==> config.mk <==
export PLATFORM = sky130hd
export DESIGN_NAME = gpio_access_ctrl_flat
export DESIGN_NICKNAME = d
export VERILOG_FILES = /design/src/rtl/gpio_access_ctrl_if.sv /design/src/rtl/gpio_access_ctrl.sv /design/src/flat_wrapper.sv
export SDC_FILE = /design/constraint.sdc
export NUM_CORES = 1
export LEC_CHECK = 0
export CAP_MARGIN = 20
export CORE_MARGIN = 1
export CORE_UTILIZATION = 46
export DETAILED_ROUTE_END_ITERATION = 8
export GPL_TIMING_DRIVEN = 0
export PLACE_DENSITY = 0.87
export SYNTH_ARGS = -nofsm -noshare
export SYNTH_HDL_FRONTEND = slang
export SYNTH_SLANG_ARGS = --single-unit
==> constraint.sdc <==
create_clock -name clk -period 1.9 [get_ports clk]
set_input_delay 0.19 -clock clk [delete_from_list [all_inputs] [get_ports clk]]
set_output_delay 0.19 -clock clk [all_outputs]
set_load 0.02 [all_outputs]
==> src/rtl/gpio_access_ctrl_if.sv <==
// Requester and peripheral-bus signal bundle for gpio_access_ctrl.
// slave: view of the access controller; master: view of requesters plus peripheral model.
interface gpio_access_ctrl_if #(
  parameter int unsigned DW = 8
);
  // Requester side
  logic          req0;
  logic          req1;
  logic          wr0;
  logic          wr1;
  logic [DW-1:0] wdata0;
  logic [DW-1:0] wdata1;
  logic          gnt0;
  logic          gnt1;
  logic          done0;
  logic          done1;
  logic [DW-1:0] rdata;
  // Peripheral side
  logic          per_w_en;
  logic          per_r_en;
  logic          per_add;
  logic [DW-1:0] per_data_o;
  logic          per_data_oe;
  logic [DW-1:0] per_data_i;

  modport slave (
    input  req0, req1, wr0, wr1, wdata0, wdata1, per_data_i,
    output gnt0, gnt1, done0, done1, rdata,
    output per_w_en, per_r_en, per_add, per_data_o, per_data_oe
  );

  modport master (
    output req0, req1, wr0, wr1, wdata0, wdata1, per_data_i,
    input  gnt0, gnt1, done0, done1, rdata,
    input  per_w_en, per_r_en, per_add, per_data_o, per_data_oe
  );
endinterface

==> src/rtl/gpio_access_ctrl.sv <==
// Arbiter/sequencer in front of one GPIO peripheral port. Two requesters share the port; each
// granted transfer runs a fixed strobe/address sequence and ends with a one-cycle done pulse.
// Optional feature: define GPIO_ACCESS_CTRL_RR_EN for round-robin arbitration on simultaneous
// requests; otherwise requester 0 has fixed priority.
module gpio_access_ctrl #(
  parameter int unsigned DW       = 8,
  parameter int unsigned HOLD_CYC = 2,
  parameter int unsigned CW       = 4
) (
  input logic               clk,
  input logic               reset,
  gpio_access_ctrl_if.slave bus
);

  if (HOLD_CYC < 1 || HOLD_CYC > 15) begin : g_bad_hold
    $error("gpio_access_ctrl: HOLD_CYC=%0d outside 1..15", HOLD_CYC);
  end
  if ((2 ** CW) <= HOLD_CYC) begin : g_bad_cw
    $error("gpio_access_ctrl: CW=%0d too narrow for HOLD_CYC=%0d", CW, HOLD_CYC);
  end

  typedef enum logic [2:0] {
    StIdle, StWrLoad, StWrDrive, StRdCapt, StRdXfer, StEnd
  } state_e;

  state_e        state_q, state_d;
  logic          owner_q, owner_d;
  logic [DW-1:0] wdata_q, wdata_d;
  logic [CW-1:0] cnt_q, cnt_d;
  logic [DW-1:0] rdata_q, rdata_d;
  logic          owner_sel;
  logic          wr_sel;
`ifdef GPIO_ACCESS_CTRL_RR_EN
  logic          last_q, last_d;
`endif

  // Registered outputs, decoded from the next state so they line up with state_q.
  logic          gnt0_q, gnt0_d, gnt1_q, gnt1_d;
  logic          done0_q, done0_d, done1_q, done1_d;
  logic          w_en_q, w_en_d, r_en_q, r_en_d, add_q, add_d, oe_q, oe_d;
  logic [DW-1:0] data_o_q, data_o_d;

  // Next-state, arbitration and output decode.
  always_comb begin
    state_d = state_q;
    owner_d = owner_q;
    wdata_d = wdata_q;
    cnt_d   = cnt_q;
    rdata_d = rdata_q;
`ifdef GPIO_ACCESS_CTRL_RR_EN
    last_d    = last_q;
    owner_sel = (bus.req0 && bus.req1) ? ~last_q : bus.req1;
`else
    owner_sel = ~bus.req0;
`endif
    wr_sel = owner_sel ? bus.wr1 : bus.wr0;

    unique case (state_q)
      StIdle: begin
        if (bus.req0 || bus.req1) begin
          owner_d = owner_sel;
          wdata_d = owner_sel ? bus.wdata1 : bus.wdata0;
          state_d = wr_sel ? StWrLoad : StRdCapt;
        end
      end
      StWrLoad: begin
        cnt_d   = CW'(HOLD_CYC - 1);
        state_d = StWrDrive;
      end
      StWrDrive: begin
        if (cnt_q == '0) state_d = StEnd;
        else             cnt_d   = cnt_q - 1'b1;
      end
      StRdCapt: state_d = StRdXfer;
      StRdXfer: begin
        rdata_d = bus.per_data_i;
        state_d = StEnd;
      end
      StEnd: begin
`ifdef GPIO_ACCESS_CTRL_RR_EN
        last_d = owner_q;
`endif
        state_d = StIdle;
      end
      default: state_d = StIdle;
    endcase

    w_en_d   = (state_d == StWrLoad) || (state_d == StWrDrive);
    add_d    = (state_d == StWrDrive);
    r_en_d   = (state_d == StRdCapt) || (state_d == StRdXfer);
    oe_d     = w_en_d;
    data_o_d = w_en_d ? wdata_d : '0;
    gnt0_d   = (state_d != StIdle) && !owner_d;
    gnt1_d   = (state_d != StIdle) && owner_d;
    done0_d  = (state_d == StEnd) && !owner_d;
    done1_d  = (state_d == StEnd) && owner_d;
  end

  // State and output registers; reset clears everything asynchronously.
  always_ff @(posedge clk or negedge reset) begin
    if (!reset) begin
      state_q  <= StIdle;
      owner_q  <= 1'b0;
      wdata_q  <= '0;
      cnt_q    <= '0;
      rdata_q  <= '0;
`ifdef GPIO_ACCESS_CTRL_RR_EN
      last_q   <= 1'b1;
`endif
      gnt0_q   <= 1'b0;
      gnt1_q   <= 1'b0;
      done0_q  <= 1'b0;
      done1_q  <= 1'b0;
      w_en_q   <= 1'b0;
      r_en_q   <= 1'b0;
      add_q    <= 1'b0;
      oe_q     <= 1'b0;
      data_o_q <= '0;
    end else begin
      state_q  <= state_d;
      owner_q  <= owner_d;
      wdata_q  <= wdata_d;
      cnt_q    <= cnt_d;
      rdata_q  <= rdata_d;
`ifdef GPIO_ACCESS_CTRL_RR_EN
      last_q   <= last_d;
`endif
      gnt0_q   <= gnt0_d;
      gnt1_q   <= gnt1_d;
      done0_q  <= done0_d;
      done1_q  <= done1_d;
      w_en_q   <= w_en_d;
      r_en_q   <= r_en_d;
      add_q    <= add_d;
      oe_q     <= oe_d;
      data_o_q <= data_o_d;
    end
  end

  assign bus.gnt0        = gnt0_q;
  assign bus.gnt1        = gnt1_q;
  assign bus.done0       = done0_q;
  assign bus.done1       = done1_q;
  assign bus.rdata       = rdata_q;
  assign bus.per_w_en    = w_en_q;
  assign bus.per_r_en    = r_en_q;
  assign bus.per_add     = add_q;
  assign bus.per_data_o  = data_o_q;
  assign bus.per_data_oe = oe_q;

endmodule

==> src/flat_wrapper.sv <==
// flat-port wrapper written by rule: the top's interface ports become plain ports
module gpio_access_ctrl_flat 
#(
  parameter int unsigned DW       = 8,
  parameter int unsigned HOLD_CYC = 2,
  parameter int unsigned CW       = 4
)
  (clk, reset, bus_req0, bus_req1, bus_wr0, bus_wr1, bus_wdata0, bus_wdata1, bus_per_data_i, bus_gnt0, bus_gnt1, bus_done0, bus_done1, bus_rdata, bus_per_w_en, bus_per_r_en, bus_per_add, bus_per_data_o, bus_per_data_oe);
  gpio_access_ctrl_if #(.DW(DW)) bus_i ();
  input logic clk;
  input logic reset;
  input wire logic [$bits(bus_i.req0)-1:0] bus_req0;
  input wire logic [$bits(bus_i.req1)-1:0] bus_req1;
  input wire logic [$bits(bus_i.wr0)-1:0] bus_wr0;
  input wire logic [$bits(bus_i.wr1)-1:0] bus_wr1;
  input wire logic [$bits(bus_i.wdata0)-1:0] bus_wdata0;
  input wire logic [$bits(bus_i.wdata1)-1:0] bus_wdata1;
  input wire logic [$bits(bus_i.per_data_i)-1:0] bus_per_data_i;
  output wire logic [$bits(bus_i.gnt0)-1:0] bus_gnt0;
  output wire logic [$bits(bus_i.gnt1)-1:0] bus_gnt1;
  output wire logic [$bits(bus_i.done0)-1:0] bus_done0;
  output wire logic [$bits(bus_i.done1)-1:0] bus_done1;
  output wire logic [$bits(bus_i.rdata)-1:0] bus_rdata;
  output wire logic [$bits(bus_i.per_w_en)-1:0] bus_per_w_en;
  output wire logic [$bits(bus_i.per_r_en)-1:0] bus_per_r_en;
  output wire logic [$bits(bus_i.per_add)-1:0] bus_per_add;
  output wire logic [$bits(bus_i.per_data_o)-1:0] bus_per_data_o;
  output wire logic [$bits(bus_i.per_data_oe)-1:0] bus_per_data_oe;
  assign bus_i.req0 = bus_req0;
  assign bus_i.req1 = bus_req1;
  assign bus_i.wr0 = bus_wr0;
  assign bus_i.wr1 = bus_wr1;
  assign bus_i.wdata0 = bus_wdata0;
  assign bus_i.wdata1 = bus_wdata1;
  assign bus_i.per_data_i = bus_per_data_i;
  assign bus_gnt0 = bus_i.gnt0;
  assign bus_gnt1 = bus_i.gnt1;
  assign bus_done0 = bus_i.done0;
  assign bus_done1 = bus_i.done1;
  assign bus_rdata = bus_i.rdata;
  assign bus_per_w_en = bus_i.per_w_en;
  assign bus_per_r_en = bus_i.per_r_en;
  assign bus_per_add = bus_i.per_add;
  assign bus_per_data_o = bus_i.per_data_o;
  assign bus_per_data_oe = bus_i.per_data_oe;
  gpio_access_ctrl #(.DW(DW), .HOLD_CYC(HOLD_CYC), .CW(CW)) u_core (.clk(clk), .reset(reset), .bus(bus_i));
endmodule
; Word-level counts from Yosys, hierarchy flattened
; Index checks and enable logic that the tools add are counted.
[word_totals]
reg_bits = 39
out_inout_bits = 24
elab_cells = 51
[classes]
add_sub_neg = 1
n_eq_ne = 10
n_mux = 13
bitwise = 1
n_reduce_logical = 13
[op_table]
columns = operator, count
row1 = 2-to-1 mux 8 bit, 4
row2 = one-hot mux 3 bit (5 select lines), 1
row3 = == test 3 x 2 -> 1 bit (second input constant), 4
row4 = == test 3 bit (second input constant), 3
row5 = one-hot mux 4 bit (2 select lines), 1
row6 = == test 3 x 1 -> 1 bit (second input constant), 2
row7 = 2-to-1 mux 3 bit, 2
row8 = logical AND 1 bit, 4
row9 = logical NOT 4 bit, 1
row10 = 2-to-1 mux 4 bit, 1
row11 = subtractor 4 x 1 -> 4 bit (second input constant), 1
row12 = logical NOT 3 bit, 1
row13 = logical OR 1 bit, 3
row14 = 2-to-1 mux 1 bit, 3
row15 = nonzero test 3 bit, 1
row16 = 2-to-1 mux 2 bit, 1
row17 = != test 2 bit (second input constant), 1
row18 = AND reduction 2 bit, 1
row19 = nonzero test 2 bit, 1
row20 = logical NOT 1 bit, 1
row21 = inverter 1 bit, 1

; Logic depth before layout (Yosys ltp)
; Gate-level depths: netlist of the first run.
[logic_depth]
ltp_word = 7
ltp_mapped = 6
depth_no_buf = 5

; Worst setup path before layout of the first run
; Ideal clock, no wire load.
[synth_timing]
path_type = register -> register
from = register u_core.cnt_q[0]
to = register u_core.data_o_q[1], in the netlist u_core.bus.per_data_o[1]
setup_time_ps = 154
arrival_time_ps = 1491
required_ps = 1746
slack_ps = 255
stages_incl_launch_ff = 7
path_buffers = 1
period_less_slack_ps = 1645
path_cell_list = dfrtp_1 -> inv_1 -> ha_1 -> nor3b_1 -> o31a_2 -> buf_6 -> o32ai_1
[synth_between]
elab_chain_len = 6
elab_cells_between_ends = 7
[synth_rtl]
columns = element, line_no
row1 = "start, declared", gpio_access_ctrl.sv:29  ; logic [CW-1:0] cnt_q, cnt_d;
row2 = "start signal, assigned", gpio_access_ctrl.sv:123  ; cnt_q <= cnt_d;
row3 = logical NOT 4 bit *, gpio_access_ctrl.sv:71  ; if (cnt_q == '0) state_d = StEnd;
row4 = 2-to-1 mux 3 bit *, gpio_access_ctrl.sv:71
row5 = one-hot mux 3 bit (5 select lines) *, gpio_access_ctrl.sv:58  ; unique case (state_q)
row6 = == test 3 x 1 -> 1 bit or == test 3 x 2 -> 1 bit (tied branches), gpio_access_ctrl.sv:88  ; w_en_d = (state_d == StWrLoad) || (state_d == StWrDrive);
row7 = logical OR 1 bit *, gpio_access_ctrl.sv:88
row8 = 2-to-1 mux 8 bit *, gpio_access_ctrl.sv:92  ; data_o_d = w_en_d ? wdata_d : '0;
row9 = net u_core.data_o_d[1], gpio_access_ctrl.sv:41  ; logic [DW-1:0] data_o_q, data_o_d;
row10 = "end signal, assigned", gpio_access_ctrl.sv:136  ; data_o_q <= data_o_d;
row11 = "end, declared", gpio_access_ctrl.sv:41
; The timed path passes the listed nets; every way through them passes the cells marked *.
; A chain may end at the register's enable or synchronous reset.

; Worst setup path in the final report of the first run
[layout_timing]
from = register u_core.cnt_q[0]
to = register u_core.data_o_q[6], in the netlist u_core.bus.per_data_o[6]
; The elaborated chain is that of the path after synthesis.

==> impl_metrics.ini, run 1 <==
[outcome]
outcome = finished with violations
violations = hold timing

[placement]
port_buffers = 53
gp_congestion = 0.829
dp_hpwl_mm = 2.48

[die]
io_pins = 54
die_h_um = 64.1
placementRows = 22
core_area_mm2 = 0.00369
fp.dieArea_mm2 = 0.00411
start_util_pct = 48.1
die_width_um = 64.1

[clock_network]
htreeDepth = 2
clock_path_buffers = 2
numCtsBuffers = 5
clkTransAtPathRegs_ns = 0.08
cts_tree = yes
cts_sinks = 39
postCtsHoldBufs = 0
clock_latency_ns = 0.29
root_buffer = clkbuf_8

[worst_setup_path]
crit_fanout = 10
cp.arrival_ns = 1.93
reg2reg_depth = 6
crit_type = register to register
start_kind = register
ff2ff_setup_slack_ns = 0.15
critPathRequiredTime_ns = 2.08
r2r_end = u_core.bus.per_data_o[6]$_DFF_PN0_
r2r_start = u_core.cnt_q[0]$_DFFE_PN0P_
cp-end-kind = register

[global_route]
track_usage_pct = 19.0
antenna_found_initial = 0
grt_pass1_vias = 1297
grt_overflow = 0
grt_max_degree = 40
grt_first_pass_wirelength_mm = 5.86

[final_layout]
nets = 252
fill_cells = 302
syn_to_final_growth_pct = 39.1
final_cell_mix = 52 x clkdlybuf4s50_1, 39 x dfrtp_1, 16 x mux2_2
final_common_cell = clkdlybuf4s50_1
drive_gt1_share_pct = 17.2
multi_input_area_um2 = 712
n_antenna_cell = 0
regArea_um2 = 976

[routing]
first_iter_violations = 47
vias_per_cell = 5.17
drt_pre_antenna_iters = 4
routed_wl_mm = 3.46
drtAntennaViolNets = 0
num_vias = 1392
drc = 0
wl_per_cell_um = 12.9

[logic_synthesis]
synthArstFlopShare_pct = 100
syn_avg_cell_area_um2 = 11.2
synth_top_area_share_pct = 55.0
synth-seq-cells = 39
synth_area_leaders = dfrtp_1 55%, mux2_2 10%, o32ai_1 3.9%
synth_edf_count = 0
ys_seq_area_share_pct = 55.0
yosys.area.top_type = dfrtp_1
synthDistinctLibCells = 33
postSynthCellCount = 158
syn_area_mm2 = 0.00178
synthFlopType = dfrtp_1
syn-num-nets = 190
synth_warnings = 0

[pwr]
powerDensity_mw_per_mm2 = 1580
vdd_drop_max_mv = 0.599
p_leak_nw = 1.06
power_mw = 3.89

[sta]
fmaxAchievable_mhz = 570
slew_headroom_pct = 45.9
slew_violations = 0
rsz0062_at_grt = false
clock_skew_ns = 0.00814
fin_crit_sh_pct = 92.3
finalSetupViolCount = 0
fin_crit_ns = 1.75
worst_pin_slew_ns = 0.812
finalHoldViolCount = 8
finalSetupTns_ns = 0
holdWs_ns = -0.0158

[hold_path]
hold_path.class = primary input to asynchronous set/reset pin

[flow_run]
max_cap_viol_count = 0
==> stage by stage <==
| stage | area (µm²) | setup slack (ns) | hold WS (ns) | cells | utilization, % |
|---|---|---|---|---|---|
| floorplan | 1780 | 0.255 | -0.106 | 158 | - |
| global placement | 2370 | -0.229 | 0.472 | 259 | 64.1 |
| detailed placement | 2360 | -0.204 | 0.344 | 259 | 64.0 |
| CTS | 2450 | 0.116 | 0.0251 | 267 | 66.6 |
| global route | 2470 | 0.0674 | 0.0590 | 269 | 67.0 |
| finish | 2470 | 0.146 | -0.0158 | 269 | 67.0 |
==> cells in the mapped netlist, drive strengths merged, types with 2 or more instances <==
library cell,number
mux2,16
dfrtp,39
buf,7
inv,11
nor2,11
nand2,8
and2,2
or3,2
nor4b,2
o31ai,3
nand2b,4
nor3,11
nor3b,2
ha,2
mux2i,5
clkbuf,2
a21oi,10
o32ai,8
==> cell families after synthesis <==
family | count (synthesis) | synth area share, %
and+or+nand+nor | 49 | 14.8
DFF | 39 | 55.0
AOI/OAI and AO/OA | 27 | 10.6
muxes | 21 | 13.0
buffers and inverters | 20 | 5.22
adders and majority gates | 2 | 1.41
==> layout make-up <==
class / count / share of cell area (%)
Clock inverter: 3 / 0.811
Tap cell: 48 / 2.43
Multi-Input combinational cell: 99 / 28.8
Clock buffer: 5 / 2.79
Sequential cell: 39 / 39.5
Timing Repair Buffer: 55 / 21.9
Buffer: 9 / 2.08
Inverter: 11 / 1.67
==> how the worst max path moves through the flow <==
stage,slack [ns],cells past startpoint,from,endpoint
finish,0.15,6,u_core.cnt_q[0]$_DFFE_PN0P_,u_core.bus.per_data_o[6]$_DFF_PN0_
floorplan,0.25,6,u_core.cnt_q[0]$_DFFE_PN0P_,u_core.bus.per_data_o[1]$_DFF_PN0_
global placement,-0.23,1,reset,u_core.bus.rdata[0]$_DFFE_PN0N_
CTS,0.12,5,bus_req0,u_core.bus.per_data_o[6]$_DFF_PN0_
detailed placement,-0.20,5,bus_req0,u_core.bus.per_data_o[6]$_DFF_PN0_
global route,0.07,6,u_core.cnt_q[0]$_DFFE_PN0P_,u_core.bus.per_data_o[4]$_DFF_PN0_
==> metal layers <==
layer	global-route usage [%]	vias to the layer above	routed length [µm]
li1	-	680	-
met5	0	-	0
met3	6.25	2	188
met2	31.0	47	1700
met4	5.83	0	21
met1	23.9	663	1550
==> registers in the layout, indices dropped and copies added (netlist names) <==
signal / cells
u_core.bus.gnt0: 1
u_core.wdata_q: 8
u_core.state_q: 3
u_core.bus.per_data_o: 8
u_core.bus.gnt1: 1
u_core.bus.rdata: 8
u_core.bus.per_r_en: 1
u_core.bus.done1: 1
u_core.bus.per_w_en: 1
u_core.owner_q: 1
u_core.bus.done0: 1
u_core.cnt_q: 4
u_core.bus.per_add: 1
==> critical path, cell delays in order (launching register included) <==
cell and delay (ns):
dfrtp_1 0.35, inv_1 0.08, ha_1 0.20, nor3b_2 0.20, o31a_2 0.37, buf_6 0.15, o32ai_1 0.30
==> what timing repair did <==
item	4_1_cts	5_1_grt
endpoints found under the setup margin	6	1
resized for setup	1	0
buffers inserted	0	2
==> power by group <==
group | switching [mW] | internal (mW)
clock | 0.287 | 0.255
combinational | 0.998 | 0.966
sequential | 0.176 | 1.21
total | 1.46 | 2.43
(Power assumes the default switching activity.)
==> run 2: changes to the inputs <==
--- a/config.mk
+++ b/config.mk
@@ -11,6 +11,7 @@
 export DETAILED_ROUTE_END_ITERATION = 8
 export GPL_TIMING_DRIVEN = 0
 export PLACE_DENSITY = 0.87
+export REMOVE_ABC_BUFFERS = 1
 export SYNTH_ARGS = -nofsm -noshare
 export SYNTH_HDL_FRONTEND = slang
 export SYNTH_SLANG_ARGS = --single-unit
==> run 2 against run 1 <==
Count of clock-buffer cells in the layout did not move. Sequential cell count unchanged. The run still ends with hold timing left. Non-clock buffer count down 9. Critical path depth fell by 3. Final area shrank 1.9%. Largest cell class unchanged. Power decreased by 1.3%. Clock power rose by 2%. Routed wire length is 5.8% higher. Via count is the same. Register-to-register slack worse by 0.02 ns. Combinational power shrank 5%.
==> impl_metrics.ini, run 2 (synthesis results as in run 1) <==
[final_layout]
n_antenna_cell = 0
syn_to_final_growth_pct = 36.5
fin_area_mm2 = 0.00242
utilization_pct = 65.7
fill_cells = 298
drive_gt1_share_pct = 15.6
final_common_cell = clkdlybuf4s50_1
nets = 243
final_cell_mix = 52 x clkdlybuf4s50_1, 39 x dfrtp_1, 16 x mux2_2

[worst_setup_path]
critPathRequiredTime_ns = 2.09
crit_fanout = 14
cp.arrival_ns = 1.96
start_kind = register
crit_type = register to register
cp-end-kind = register

[pwr]
vdd_drop_max_mv = 0.553
power_mw = 3.85
p_leak_nw = 1.03
powerDensity_mw_per_mm2 = 1590

[routing]
num_vias = 1392
first_iter_violations = 44
drt_pre_antenna_iters = 4
drtAntennaViolNets = 0
wl_per_cell_um = 14.1
drc = 0
vias_per_cell = 5.35
routed_wl_mm = 3.66

[placement]
port_buffers = 53
gp_congestion = 0.743
placed_cell_area_mm2 = 0.00231
dp_hpwl_mm = 2.47

[clock_network]
cts_sinks = 39
root_buffer = clkbuf_8
clkTransAtPathRegs_ns = 0.07
clock_path_buffers = 2
clock_latency_ns = 0.30
numCtsBuffers = 5
cts_tree = yes
postCtsHoldBufs = 0
htreeDepth = 2

[hold_path]
hold_path.class = primary input to asynchronous set/reset pin

[die]
core_area_mm2 = 0.00369
start_util_pct = 48.1
die_h_um = 64.1
die_width_um = 64.1
io_pins = 54
placementRows = 22
fp.dieArea_mm2 = 0.00411

[global_route]
grt_pass1_vias = 1381
antenna_found_initial = 0
grt_overflow = 0
grt_max_degree = 40
grt_first_pass_wirelength_mm = 6.37
track_usage_pct = 20.9

[sta]
slew_violations = 0
fin_crit_sh_pct = 93.3
finalHoldViolCount = 39
holdWs_ns = -0.0132
clock_skew_ns = 0.00390
slew_headroom_pct = 44.7
fin_crit_ns = 1.77
fmaxAchievable_mhz = 564
rsz0062_at_grt = false
worst_pin_slew_ns = 0.829
finalSetupViolCount = 0

[flow_run]
max_cap_viol_count = 0

[outcome]
violations = hold timing
outcome = finished with violations
run 2: changes by cell type in the layout (fill, tap and decap cells not counted):
cell	previous run	this run
buf_2	6	2
buf_4	3	1
buf_6	1	0
clkbuf_1	2	0
nor2_1	11	10
nor2_2	0	1
nor3_1	11	10
nor3_2	0	1
run 2: final timing paths:
check	slack, ns	to	start	depth (start not counted)
worst max-delay path	0.13	u_core.bus.rdata[3]$_DFFE_PN0N_	u_core.state_q[0]$_DFF_PN0_	3
worst min-delay path	-0.01	u_core.bus.gnt1$_DFF_PN0_	reset	1
worst max register to register	0.13	u_core.bus.rdata[3]$_DFFE_PN0N_	u_core.state_q[0]$_DFF_PN0_	3
worst min register to register	0.51	u_core.wdata_q[3]$_DFF_PN0_	u_core.wdata_q[3]$_DFF_PN0_	2
max in group asynchronous	1.40	u_core.cnt_q[3]$_DFFE_PN0P_	reset	1
min in group clk	0.51	u_core.wdata_q[3]$_DFF_PN0_	u_core.wdata_q[3]$_DFF_PN0_	2
run 2: critical path, cell delays in order (launching register included):
cell and delay (ns):
dfrtp_1 0.52, nor2_1 0.32, and2_1 0.42, mux2_2 0.39
run 2: repair_timing:
item | 4_1_cts | 5_1_grt
endpoints found under the setup margin | 10 | 2
hold endpoints to repair | 0 | 0
pin swaps | 1 | 0
buffers inserted | 1 | 0
gates resized for setup | 2 | 1
run 2: final cells by class:
cell class                 instances  area (µm²)  area share, %
clock inverter                     3        20.0          0.826
timing repair buffer              55         538           22.2
multi-input combinational         99         719           29.7
tap                               48        60.1           2.48
clock buffer                       5        68.8           2.84
sequential                        39         976           40.3
inverter                          11        41.3           1.70
run 2: report_power, final:
group          leakage [nW]  internal [mW]  switching, mW
clock                0.0402          0.255          0.297
combinational         0.512          0.903          0.956
sequential            0.475           1.21          0.223
run 2: routing by layer:
layer	track usage (%)	up-vias	wire length (µm)
met3	5.36	6	234
met2	34.3	53	1840
met1	24.7	669	1540
met5	0	-	0
li1	-	664	-
met4	12.5	0	58
run 2: stage by stage:
| step | worst slack [ns] | TNS, ns | std cells |
|---|---|---|---|
| after floorplan | 0.0724 | 0 | 149 |
| after global placement | -0.625 | -15.26 | 250 |
| final | 0.128 | 0 | 260 |
| after global routing | 0.0347 | 0 | 260 |
| after CTS | 0.157 | 0 | 260 |
| after detailed placement | -0.472 | -3.88 | 251 |
